## config.mk

```make
export PLATFORM = sky130hd
export DESIGN_NAME = credit_rx_buffer
export DESIGN_NICKNAME = d
export VERILOG_FILES = /design/src/rtl/credit_rx_buffer.sv
export SDC_FILE = /design/constraint.sdc
export NUM_CORES = 1
export LEC_CHECK = 0
export BUFFER_PORTS_ARGS = -buffer_cell sky130_fd_sc_hd__buf_2
export CAP_MARGIN = 10
export CORE_MARGIN = 1
export CORE_UTILIZATION = 60
export DETAILED_ROUTE_END_ITERATION = 10
export GPL_ROUTABILITY_DRIVEN = 0
export GPL_TIMING_DRIVEN = 0
export PLACE_DENSITY = 0.81
export REMOVE_ABC_BUFFERS = 1
export SETUP_SLACK_MARGIN = 0.4
export SYNTH_ARGS = -nofsm -noshare
export SYNTH_HDL_FRONTEND = slang
export SYNTH_SLANG_ARGS = --single-unit
```

## constraint.sdc

```tcl
create_clock -name clk_i -period 3.57 [get_ports clk_i]
set_input_delay 0 -clock clk_i [delete_from_list [all_inputs] [get_ports clk_i]]
set_output_delay 0 -clock clk_i [all_outputs]
set_load 0.03 [all_outputs]
```

## src/rtl/credit_rx_buffer.sv

```systemverilog
// rtl/credit_rx_buffer.sv - receiver flit buffer returning one credit per freed slot
module credit_rx_buffer #(
  parameter int unsigned DATA_W = 32,
  parameter int unsigned DEPTH  = 4
) (
  input  logic                       clk_i,
  input  logic                       rst_n_i,
  input  logic                       flit_valid_i,
  input  logic [DATA_W-1:0]          flit_data_i,
  input  logic                       read_i,
  output logic [DATA_W-1:0]          flit_data_o,
  output logic                       empty_o,
  output logic [$clog2(DEPTH+1)-1:0] count_o,
  output logic                       credit_o,
  output logic                       overflow_o
);

  localparam int unsigned PTR_W = $clog2(DEPTH);
  localparam int unsigned CNT_W = $clog2(DEPTH+1);
  localparam logic [CNT_W-1:0] FULL_CNT = CNT_W'(DEPTH);

  typedef enum logic {IDLE, RET} state_t;

  logic [DATA_W-1:0] mem_q [DEPTH];
  logic [DATA_W-1:0] mem_d [DEPTH];
  logic [PTR_W-1:0]  wr_ptr_q, wr_ptr_d;
  logic [PTR_W-1:0]  rd_ptr_q, rd_ptr_d;
  logic [CNT_W-1:0]  count_q, count_d;
  logic              overflow_q, overflow_d;
  state_t            state_q, state_d;

  logic pop;
  logic push_ok;

  always_comb begin
    pop     = read_i && (count_q != '0);
    // a full buffer can still take a flit when a slot frees in the same cycle
    push_ok = flit_valid_i && ((count_q != FULL_CNT) || pop);

    mem_d      = mem_q;
    wr_ptr_d   = wr_ptr_q;
    rd_ptr_d   = rd_ptr_q;
    count_d    = count_q;
    overflow_d = overflow_q;

    if (push_ok) begin
      mem_d[wr_ptr_q] = flit_data_i;
      wr_ptr_d        = wr_ptr_q + PTR_W'(1);
    end
    if (flit_valid_i && !push_ok) begin
      overflow_d = 1'b1;
    end
    if (pop) begin
      rd_ptr_d = rd_ptr_q + PTR_W'(1);
    end
    if (push_ok && !pop) begin
      count_d = count_q + CNT_W'(1);
    end else if (pop && !push_ok) begin
      count_d = count_q - CNT_W'(1);
    end
  end

  always_comb begin
    state_d  = IDLE;
    credit_o = 1'b0;
    case (state_q)
      IDLE: credit_o = 1'b0;
      RET:  credit_o = 1'b1;
      default: credit_o = 1'b0;
    endcase
    if (pop) begin
      state_d = RET;
    end
  end

  always_ff @(posedge clk_i or negedge rst_n_i) begin
    if (!rst_n_i) begin
      wr_ptr_q   <= '0;
      rd_ptr_q   <= '0;
      count_q    <= '0;
      overflow_q <= 1'b0;
      state_q    <= IDLE;
    end else begin
      wr_ptr_q   <= wr_ptr_d;
      rd_ptr_q   <= rd_ptr_d;
      count_q    <= count_d;
      overflow_q <= overflow_d;
      state_q    <= state_d;
    end
  end

  // payload storage is not reset; contents are meaningless until written
  always_ff @(posedge clk_i) begin
    mem_q <= mem_d;
  end

  assign flit_data_o = mem_q[rd_ptr_q];
  assign empty_o     = (count_q == '0);
  assign count_o     = count_q;
  assign overflow_o  = overflow_q;

endmodule

```

After elaboration in Yosys (flattened, before gate mapping) --
Index checks and enable logic that the tools add are counted.
Word-level totals: flip-flop bits (word level) 137, input bits 36, output and inout port bits 38, logic and storage cells 42
Operators by class: add/subtract/negate cells 4, $lt $le $gt $ge 3, equal/unequal tests 1, multiplexer cells 10, bitwise logic cells 3, reduce and logical (&&, ||, !) cells 12
Operators with widths (count):
- $bwmux 128 | 1
- $mux 32 | 3
- $bmux 32 s2 | 1
- $demux 32 s2 | 1
- $ge 3x3->1 const B | 2
- $logic_and 1x1->1 | 6
- $mux 3 | 2
- $not 2->3 | 2
- $add 2x1->2 const B | 2
- $add 3x1->3 const B | 1
- $logic_not 3->1 | 1
- $lt 3x1->1 const B | 1
- $ne 3x3->1 const B | 1
- $reduce_bool 3->1 | 1
- $sub 3x1->3 const B | 1
- $logic_not 1->1 | 2
- $pmux 1 s2 | 1
- $reduce_bool 2->1 | 1
- $logic_or 1x1->1 | 1
- $mux 1 | 1
- $not 1->1 | 1

Logic depth before layout (Yosys ltp) --
Gate-level depths: netlist of run 1.
depth in word-level cells 8, mapped depth 9, depth with buffers taken out 8

Worst setup path before layout of run 1 --
OpenSTA, ideal clock, no wires.
path type register to register, from register count_q[0], in the netlist count_o[0], to register count_q[2], in the netlist count_o[2], library setup time 0.080 ns, arrival 2.567 ns, required time 3.490 ns, setup slack 0.923 ns, cell stages (with the launch flop) 9, buffers on the path 0, clock period less this slack 2.647 ns, cell sequence dfrtp_1 nor3_1 nand2b_1 ha_1 inv_1 fa_1 xor2_1 nor2_1 xor2_1
On the way: cells in the longest elaborated chain, start to end 7, elaborated cells on any way between the ends 14, classes of those cells 2 x add/sub; 1 x eq/ne; 2 x mux; 9 x reduce/logical
Ends and longest elaborated chain:
- from (decl) | RTL line 28 | logic [CNT_W-1:0] count_q, count_d;
- from (signal assigned) | RTL line 86 | count_q <= count_d;
- branches (longest 7 deep; another with $sub 3x1->3)
Several ways; the timed one is not identified. The select of a mux whose other input is x is not followed. A chain may end at the register's enable or synchronous reset.

Final worst setup path of run 1 --
from register count_q[2], in the netlist count_o[2], to register count_q[2], in the netlist count_o[2]
Same word-level chain as after synthesis.

==> results of run 1 <==
cell type report:
type | count | area, µm²
fillers | 392 | 1660
well taps | 105 | 131
clock buffers | 17 | 414
inverters | 4 | 15.0
clock inverters | 15 | 199
multi-input cells | 57 | 968
flip-flops and latches | 137 | 4070
repair buffers | 111 | 756
worst max-delay path: stages, from the launching register on:
cell and delay, ns:
dfrtp_1 0.42, nor4b_4 0.15, nor2b_1 0.41, ha_1 0.27, inv_1 0.06, fa_1 0.37
xor2_1 0.17, nor2_1 0.11, xor2_1 0.16
routing by layer:
layer  wire length [µm]  share of wire (%)  vias up
met5                  0                  0        -
li1                   -                  -     1107
met1               3540                 40     1248
met4                172                1.9        0
met3                389                4.4       18
met2               4740                 54       87
cells by family (layout without fill, tap and decap cells):
kind of cell,Yosys count,after routing
AO/OA/AOI/OAI,1,1
XOR/XNOR,6,6
adder cells (fa/ha/maj),6,6
buffers and inverters,13,147
flip-flops,137,137
multiplexers,34,34
AND/OR/NAND/NOR,10,10
placed cells by master (no fill, tap or decap), types with 2 or more instances in the layout:
cell type,instances
and2_2,4
buf_2,73
bufinv_16,4
clkbuf_16,16
clkinv_2,4
clkinv_4,2
clkinvlp_4,2
dfrtp_1,7
dfrtp_2,2
dlygate4sd3_1,37
edfxtp_1,128
ha_1,5
inv_1,3
inv_6,3
mux4_2,32
xnor2_1,3
xor2_1,3
registers in the layout, indices dropped and copies added (netlist names):
signal	flops
rd_ptr_q	2
state_q	1
overflow_o	1
count_o	3
mem_q	128
wr_ptr_q	2
how the worst min path moves through the flow:
stage / to / slack, ns / startpoint / depth (start not counted)
after floorplan: count_o[0] / -0.30 / rst_n_i / 0
after global placement: count_o[0] / -0.14 / rst_n_i / 1
after detailed placement: count_o[0] / -0.14 / rst_n_i / 1
after CTS: mem_q[42] / 0.22 / flit_data_i[10] / 2
after global routing: mem_q[89] / 0.22 / flit_data_i[25] / 2
final: mem_q[100] / 0.24 / flit_data_i[4] / 2
where the power goes:
part | leakage, nW | switching [W] | internal, W
sequential | 1.28 | 0.000211 | 0.00213
clock | 0.299 | 0.000658 | 0.00114
combinational | 0.787 | 0.00109 | 0.000720
timing repair:
action                                  4_1_cts  5_1_grt
hold endpoints to repair                    142        0
setup buffers                                 0        0
hold buffers                                 37        0
endpoints found under the setup margin        0        0
through the flow:
| step | cell area [µm²] | power [W] | hold slack [ns] | utilization [%] | worst slack [ns] |
|---|---|---|---|---|---|
| final | 6560 | 0.00595 | 0.242 | 79.8 | 1.38 |
| after global routing | 6560 | 0.00620 | 0.223 | 79.8 | 1.17 |
| after CTS | 6560 | 0.00601 | 0.220 | 79.8 | 1.33 |
| after detailed placement | 5570 | 0.00416 | -0.137 | 67.8 | 1.36 |
| after global placement | 5540 | 0.00412 | -0.144 | 67.5 | 0.803 |
| after floorplan | 5050 | 0.00363 | -0.296 | - | 0.921 |
==> flow_summary_export.csv, run 1 <==
group,metric,value,unit
logic_synthesis,ys_seq_area_share,79.5,%
setup_path,startpoint,"count_o[2]",
logic_synthesis,ys_top_cells_by_area,"edfxtp_1, mux4_2, dfrtp_1, ha_1, buf_6",
setup_path,reg2reg_depth,8,
global_route,grt_overflow_total,0,
die,rows,33,
timing,finalMaxSlewViolations,0,
cells_and_area,fin_cells,446,
logic_synthesis,synth_top_area_share,75.1,%
logic_synthesis,synthArstFlopShare,6.57,%
logic_synthesis,synthAdderAreaFrac,1.61,%
place,hpwl,4640,µm
logic_synthesis,synth.most_common_cell,"edfxtp_1",
routing,drtIter0Drc,146,
timing,post-route-period-util,61.5,%
power_and_ir_drop,p_leak,2.36,nW
timing,worst_slew_pin_slew,0.872,ns
setup_path,start_kind,"flip-flop",
logic_synthesis,synthSimpleGateAreaFrac,1.44,%
place,dp.cells,377,
flow_run,cap_violations,0,
routing,vias,2460,
setup_path,end_kind,"flip-flop",
logic_synthesis,synth_xor_area_share,1.03,%
logic_synthesis,synth_area_per_cell,24.7,µm²
global_route,grt.met3_usage,5.31,%
cts,cts.reportedPaths.clkPinSlew,0.06,ns
setup_path,worstSetupPathType,"flip-flop to flip-flop",
place,portBuffers,73,
setup_path,required,4.01,ns
routing,drtPass1Iterations,4,
die,num_io_pins,74,
global_route,antenna_found_initial,0,
cts,clock-sinks,137,
cells_and_area,nets,370,
cells_and_area,num_antenna_cells,0,
routing,drc,0,
die,die_w,94.4,µm
die,design.die.area,0.00890,mm²
timing,setup_viol,0,
global_route,grt_usage,22.1,%
global_route,grt-busiest-layer,"met2",
min_path,hold_path.class,"input port to flip-flop",
routing,ant_nets,0,
global_route,met2_usage,38.3,%
logic_synthesis,synth_top_family_by_area,"multiplexers",
routing,vias_per_cell,5.52,
logic_synthesis,synthTopCellsByCount,"edfxtp_1, mux4_2, dfrtp_1, ha_1",
timing,rsz0062_at_grt,"false",
cts,clkLatencyLatePin,0.51,ns
cells_and_area,drive_gt1_share,43.4,%
timing,skew,0.00794,ns
setup_path,rr_startpoint,"count_o[2]",
routing,wl_per_cell,19.8,µm
setup_path,timing.rr.end,"count_o[2]",
outcome,outcome,"completed",
cts,ctsHtreeMaxLevel,4,
global_route,grt_pass1_vias,2655,
die,chipHeight,94.4,µm
logic_synthesis,ys_ff_latch,137,
timing,fin_crit,2.19,ns
logic_synthesis,yosysUniqueCellTypes,23,
power_and_ir_drop,max-vdd-ir-drop,0.689,mV
logic_synthesis,synth_compound_area_share,0.147,%
logic_synthesis,synth_edf_count,128,
power_and_ir_drop,power.density,907,mW/mm²
cts,cts_buffers,17,
global_route,grt_pass1_wl,13500,µm
logic_synthesis,syn_inst,207,
logic_synthesis,synth_area_leader_cell,"edfxtp_1",
timing,fmax,456,MHz
die,design.core.area,0.00822,mm²
logic_synthesis,yosysWarnings,0,
cts,cts_tree,"yes",
setup_path,reg2reg_setup_slack,1.38,ns
timing,finalSetupTns,0,ns
timing,hold_viol,0,
global_route,grt_max_degree,34,
cts,post_cts_resize_count,0,
routing,wl,8840,µm
timing,max_slew_margin,41.8,%
logic_synthesis,synth_flop_cell,"edfxtp_1",
setup_path,crit_end,"count_o[2]",
logic_synthesis,synthesis.area,0.00512,mm²
global_route,gr-usage-met1,25.4,%
die,initial_core_util,62.3,%
cts,cts_buffer_depth,2,
logic_synthesis,muxShareOfSynthArea,14.6,%
setup_path,arrival,2.63,ns
setup_path,cp_max_fo,7,
cts,clockRootBuffer,"clkbuf_8",
cells_and_area,area_delta_synth_final,28.1,%
No activity file was read; power rests on OpenSTA's default activity.
==> run 2: changes to the inputs <==
--- a/config.mk
+++ b/config.mk
@@ -8,11 +8,11 @@
 export BUFFER_PORTS_ARGS = -buffer_cell sky130_fd_sc_hd__buf_2
 export CAP_MARGIN = 10
 export CORE_MARGIN = 1
-export CORE_UTILIZATION = 60
+export CORE_UTILIZATION = 51
 export DETAILED_ROUTE_END_ITERATION = 10
 export GPL_ROUTABILITY_DRIVEN = 0
 export GPL_TIMING_DRIVEN = 0
-export PLACE_DENSITY = 0.81
+export PLACE_DENSITY = 0.73
 export REMOVE_ABC_BUFFERS = 1
 export SETUP_SLACK_MARGIN = 0.4
 export SYNTH_ARGS = -nofsm -noshare
==> constraint.sdc (replaced) <==
create_clock -name clk_i -period 1.8 [get_ports clk_i]
set_input_delay 0 -clock clk_i [delete_from_list [all_inputs] [get_ports clk_i]]
set_output_delay 0 -clock clk_i [all_outputs]
set_load 0.03 [all_outputs]
==> flow_summary_export.csv, run 2 (same netlist as run 1, synthesis figures left out) <==
group,metric,value,unit
outcome,outcome,"finished with violations",
outcome,violations,"negative setup slack",
timing,rsz0062_at_grt,"true",
die,design.die.area,0.0104,mm²
setup_path,end_kind,"flip-flop",
setup_path,startpoint,"count_o[0]",
routing,drc,0,
timing,fin_crit,1.93,ns
cells_and_area,fin_cells,505,
setup_path,required,2.20,ns
setup_path,start_kind,"flip-flop",
cells_and_area,final_util,75.0,%
global_route,grt_usage,20.7,%
die,design.core.area,0.00973,mm²
die,initial_core_util,52.6,%
setup_path,worstSetupPathType,"flip-flop to flip-flop",
cts,clockRootBuffer,"clkbuf_8",
die,num_io_pins,74,
routing,top_layer,"met4",
cells_and_area,top_register,"mem_q",
routing,drtIter0Drc,143,
routing,wl_per_cell,21.3,µm
power_and_ir_drop,max-vdd-ir-drop,1.06,mV
cells_and_area,largest_reg_flops,128,
setup_path,slowest_stage,"dfrtp_2",
routing,vias,2684,
place,dp.cells,405,
global_route,grt_max_degree,34,
place,portBuffers,73,
place,hpwl,4530,µm
routing,ant_nets,0,
die,die_w,102,µm
global_route,grt_pass1_wl,14800,µm
die,chipHeight,102,µm
timing,worst_slew_pin_slew,0.511,ns
place,place_area,0.00561,mm²
routing,route.met3.wl,422,µm
timing,fin_ws,-0.134,ns
routing,drtPass1Iterations,4,
cells_and_area,num_antenna_cells,0,
cts,cts_tree,"yes",
global_route,grt_overflow_total,0,
timing,max_slew_margin,65.9,%
cts,cts.reportedPaths.clkPinSlew,0.06,ns
flow_run,cap_violations,0,
cts,clkLatencyLatePin,0.51,ns
timing,finalSetupTns,-2.97,ns
cells_and_area,layout_common_cells,"edfxtp_1, buf_2, dlygate4sd3_1, mux4_2, buf_6",
cts,cts_buffer_depth,2,
cells_and_area,nets,401,
min_path,hold_start,"flit_data_i[3]",
timing,skew,0.00751,ns
routing,vias_per_cell,5.31,
timing,hold_viol,0,
global_route,antenna_found_initial,0,
setup_path,cp_max_fo,3,
timing,finalMaxSlewViolations,0,
setup_path,arrival,2.33,ns
cells_and_area,final_common_cell,"edfxtp_1",
cells_and_area,area_delta_synth_final,42.6,%
cts,clock-sinks,137,
timing,fmax,517,MHz
timing,setup_viol,34,
cells_and_area,drive_gt1_share,50.5,%
power_and_ir_drop,p_leak,2.67,nW
routing,wl_met1,4400,µm
die,rows,36,
timing,post-route-period-util,107,%
routing,wl_met2,5800,µm
cells_and_area,design_area,0.00730,mm²
setup_path,crit_chain,"nor4b_4, nor2b_4, ha_4, inv_2, fa_2, mux2_2",
setup_path,rr_startpoint,"count_o[0]",
setup_path,cp_slowest_stage_delay,0.45,ns
power_and_ir_drop,power.density,1850,mW/mm²
global_route,grt_pass1_vias,2723,
routing,wl,10800,µm
cts,ctsHtreeMaxLevel,4,
min_path,hold_path.class,"input port to flip-flop",
cts,cts_buffers,17,
[run 2: changes by cell type in the layout (fill, tap and decap cells not counted), moves of 5 or more]
cell / before / now
and2_4: 0 / 11
buf_2: 73 / 50
buf_4: 0 / 7
buf_12: 1 / 7
clkbuf_16: 16 / 21
buf_6: 0 / 28
[run 2: stage by stage]
step                      hold WS (ns)  setup WS (ns)  power (W)
after floorplan                 -0.296         -0.849    0.00720
after global placement          -0.133          -1.10    0.00822
after detailed placement        -0.127         -0.534    0.00827
after CTS                        0.215         -0.131     0.0133
after global routing             0.231         -0.186     0.0140
final                            0.232         -0.134     0.0135
[run 2: critical path, delay by kind of cell, from the launching register on]
family	cells	cell delay [ns]
adder cells (fa/ha/maj)	2	0.59
AND/OR/NAND/NOR	2	0.46
flip-flops	1	0.45
multiplexers	1	0.27
buffers and inverters	1	0.05
[run 2: repair_timing]
action / CTS / global route
resized for setup: 73 / 11
endpoints found under the setup margin: 165 / 166
hold buffers: 36 / 0
buffers inserted: 17 / 2
hold endpoints to repair: 143 / 0
cloned: 8 / 5
pin swaps: 8 / 4
[run 2: power by group]
group / leakage [nW] / internal [W] / switching (W) / total [W]
Combinational: 1.08 / 0.00242 / 0.00258 / 0.00500
Sequential: 1.27 / 0.00423 / 0.000426 / 0.00466
Clock: 0.314 / 0.00255 / 0.00127 / 0.00382
Total: 2.67 / 0.00920 / 0.00428 / 0.0135
[run 2: layout make-up]
type / instances / area, µm²
inverters: 4 / 15.0
clock inverters: 13 / 239
clock buffers: 19 / 422
multi-input cells: 64 / 1090
fillers: 562 / 2430
well taps: 133 / 166
flip-flops and latches: 137 / 4080
repair buffers: 135 / 1290
[run 2: per-layer routing]
| metal | up-vias | GRT usage, % |
|---|---|---|
| met2 | 90 | 35.0 |
| li1 | 1178 | - |
| met4 | 0 | 8.24 |
| met1 | 1403 | 26.1 |
| met3 | 13 | 4.92 |
| met5 | - | 0 |
[run 2: worst paths after layout]
kind | cells past startpoint | slack (ns) | endpoint
setup / recovery | 6 | -0.13 | count_o[1]
hold / removal | 2 | 0.23 | mem_q[99]
setup reg to reg | 6 | -0.13 | count_o[1]
hold reg to reg | 1 | 0.48 | overflow_o
max in group asynchronous | 3 | 0.92 | rd_ptr_q[1]
min in group asynchronous | 3 | 0.51 | overflow_o
==> run 3: changes to the inputs <==
--- a/config.mk
+++ b/config.mk
@@ -11,7 +11,6 @@
 export CORE_UTILIZATION = 51
 export DETAILED_ROUTE_END_ITERATION = 10
 export GPL_ROUTABILITY_DRIVEN = 0
-export GPL_TIMING_DRIVEN = 0
 export PLACE_DENSITY = 0.73
 export REMOVE_ABC_BUFFERS = 1
 export SETUP_SLACK_MARGIN = 0.4
==> flow_summary_export.csv, run 3 (same netlist as run 1, synthesis figures left out) <==
group,metric,value,unit
die,design.die.area,0.0104,mm²
setup_path,start_kind,"flip-flop",
outcome,violations,"negative setup slack",
routing,wl,13700,µm
timing,hold_viol,0,
power_and_ir_drop,p_leak,2.95,nW
global_route,grt_max_degree,22,
timing,max_slew_margin,70.1,%
timing,fmax,514,MHz
die,initial_core_util,52.6,%
routing,drtPass1Iterations,4,
setup_path,slowest_stage,"mux4_2",
cells_and_area,nets,438,
cts,cts_buffer_depth,2,
cells_and_area,final_util,81.4,%
setup_path,reg2reg_setup_slack,-0.07,ns
flow_run,cap_violations,0,
timing,fin_ws,-0.144,ns
cts,cts_buffers,17,
setup_path,startpoint,"rd_ptr_q[0]",
global_route,grt_pass1_vias,3045,
timing,rsz0062_at_grt,"true",
timing,worst_slew_pin_slew,0.446,ns
cells_and_area,multi_input_area,0.00103,mm²
setup_path,end_kind,"output pin",
outcome,outcome,"finished with violations",
power_and_ir_drop,max-vdd-ir-drop,1.20,mV
cells_and_area,largest_reg_flops,128,
cells_and_area,num_antenna_cells,0,
die,chipHeight,102,µm
cts,cts_tree,"yes",
setup_path,worstSetupPathType,"flip-flop to output pin",
die,num_io_pins,74,
cells_and_area,nFillCells,455,
power_and_ir_drop,power.density,1830,mW/mm²
setup_path,arrival,1.94,ns
cts,clock-sinks,137,
cells_and_area,seq_area,0.00407,mm²
setup_path,cp_max_fo,7,
die,design.core.area,0.00973,mm²
routing,drtIter0Drc,165,
cells_and_area,top_register,"mem_q",
timing,finalSetupTns,-3.80,ns
cells_and_area,design_area,0.00792,mm²
cts,clockRootBuffer,"clkbuf_8",
place,portBuffers,73,
cells_and_area,final_common_cell,"edfxtp_1",
timing,finalMaxSlewViolations,0,
setup_path,cp_slowest_stage_delay,0.53,ns
timing,fin_crit,1.94,ns
global_route,grt_pass1_wl,17800,µm
cts,clkLatencyLatePin,0.52,ns
min_path,hold_path.class,"input port to flip-flop",
setup_path,crit_chain,"buf_6, buf_16, mux4_2, buf_6",
cells_and_area,layout_common_cells,"edfxtp_1, buf_6, buf_2, dlygate4sd3_1, mux4_2",
routing,drc,0,
setup_path,critPathBufInv,3,
cells_and_area,drive_gt1_share,55.0,%
cells_and_area,area_delta_synth_final,54.7,%
routing,ant_nets,0,
setup_path,crit_family,"multiplexers",
setup_path,crit_top_cell,"buf_6",
routing,vias_per_cell,5.45,
die,die_w,102,µm
global_route,grt_overflow_total,0,
place,hpwl,5440,µm
global_route,grt_usage,25.9,%
cts,cts.reportedPaths.clkPinSlew,0.07,ns
routing,vias,2952,
setup_path,rr_startpoint,"count_o[0]",
die,rows,36,
routing,wl_per_cell,25.3,µm
setup_path,required,1.80,ns
min_path,hold_start,"flit_data_i[30]",
timing,skew,0.00925,ns
place,place_area,0.00582,mm²
cts,ctsHtreeMaxLevel,4,
global_route,antenna_found_initial,0,
timing,post-route-period-util,108,%
timing,setup_viol,34,
run 3: cell count changes in the layout (fill, tap and decap cells not counted), moves of 4 or more:
cell and change:
and2_4 -7, buf_12 +6, buf_16 +13, buf_2 -10
buf_4 +8, buf_6 +25, buf_8 +4, bufinv_16 -5
inv_8 +5
run 3: final timing paths:
check | end | depth (start not counted)
hold / removal | mem_q[126] | 2
min in group asynchronous | wr_ptr_q[1] | 3
setup / recovery | flit_data_o[12] | 4
hold reg to reg | overflow_o | 1
max in group asynchronous | rd_ptr_q[1] | 3
setup reg to reg | count_o[1] | 6
run 3: per-layer routing:
layer | global-route usage (%) | vias up | share of wire (%)
met1 | 30.9 | 1531 | 37
met5 | 0 | - | 0
met2 | 43.8 | 148 | 55
li1 | - | 1250 | -
met4 | 14.0 | 0 | 2.4
met3 | 6.22 | 23 | 5.8
run 3: repair_timing:
item,CTS,global route
setup endpoints to repair,164,166
hold endpoints to repair,142,0
resized for setup,103,28
gates cloned,14,3
hold buffers,36,0
buffers inserted,24,10
pin swaps,11,6
run 3: area by class of cell:
class | instances | share of cell area [%]
clock buffers | 17 | 5.23
clock inverters | 15 | 1.97
inverters | 4 | 0.190
multi-input cells | 57 | 13.0
flip-flops and latches | 137 | 51.4
well taps | 133 | 2.10
repair buffers | 179 | 26.1
run 3: stage by stage:
stage               hold WS (ns)  setup slack [ns]  std cells  power (W)
finish                     0.227            -0.144        542     0.0145
global route               0.216            -0.201        542     0.0150
CTS                        0.201            -0.139        529     0.0138
detailed placement        -0.132            -0.109        423    0.00861
global placement          -0.137           -0.0217        423    0.00852
floorplan                 -0.296            -0.849        198    0.00720
run 3: where the power goes:
part / leakage, nW / internal [W] / switching (W)
Sequential: 1.27 / 0.00423 / 0.000284
Clock: 0.273 / 0.00190 / 0.00150
Combinational: 1.40 / 0.00346 / 0.00316
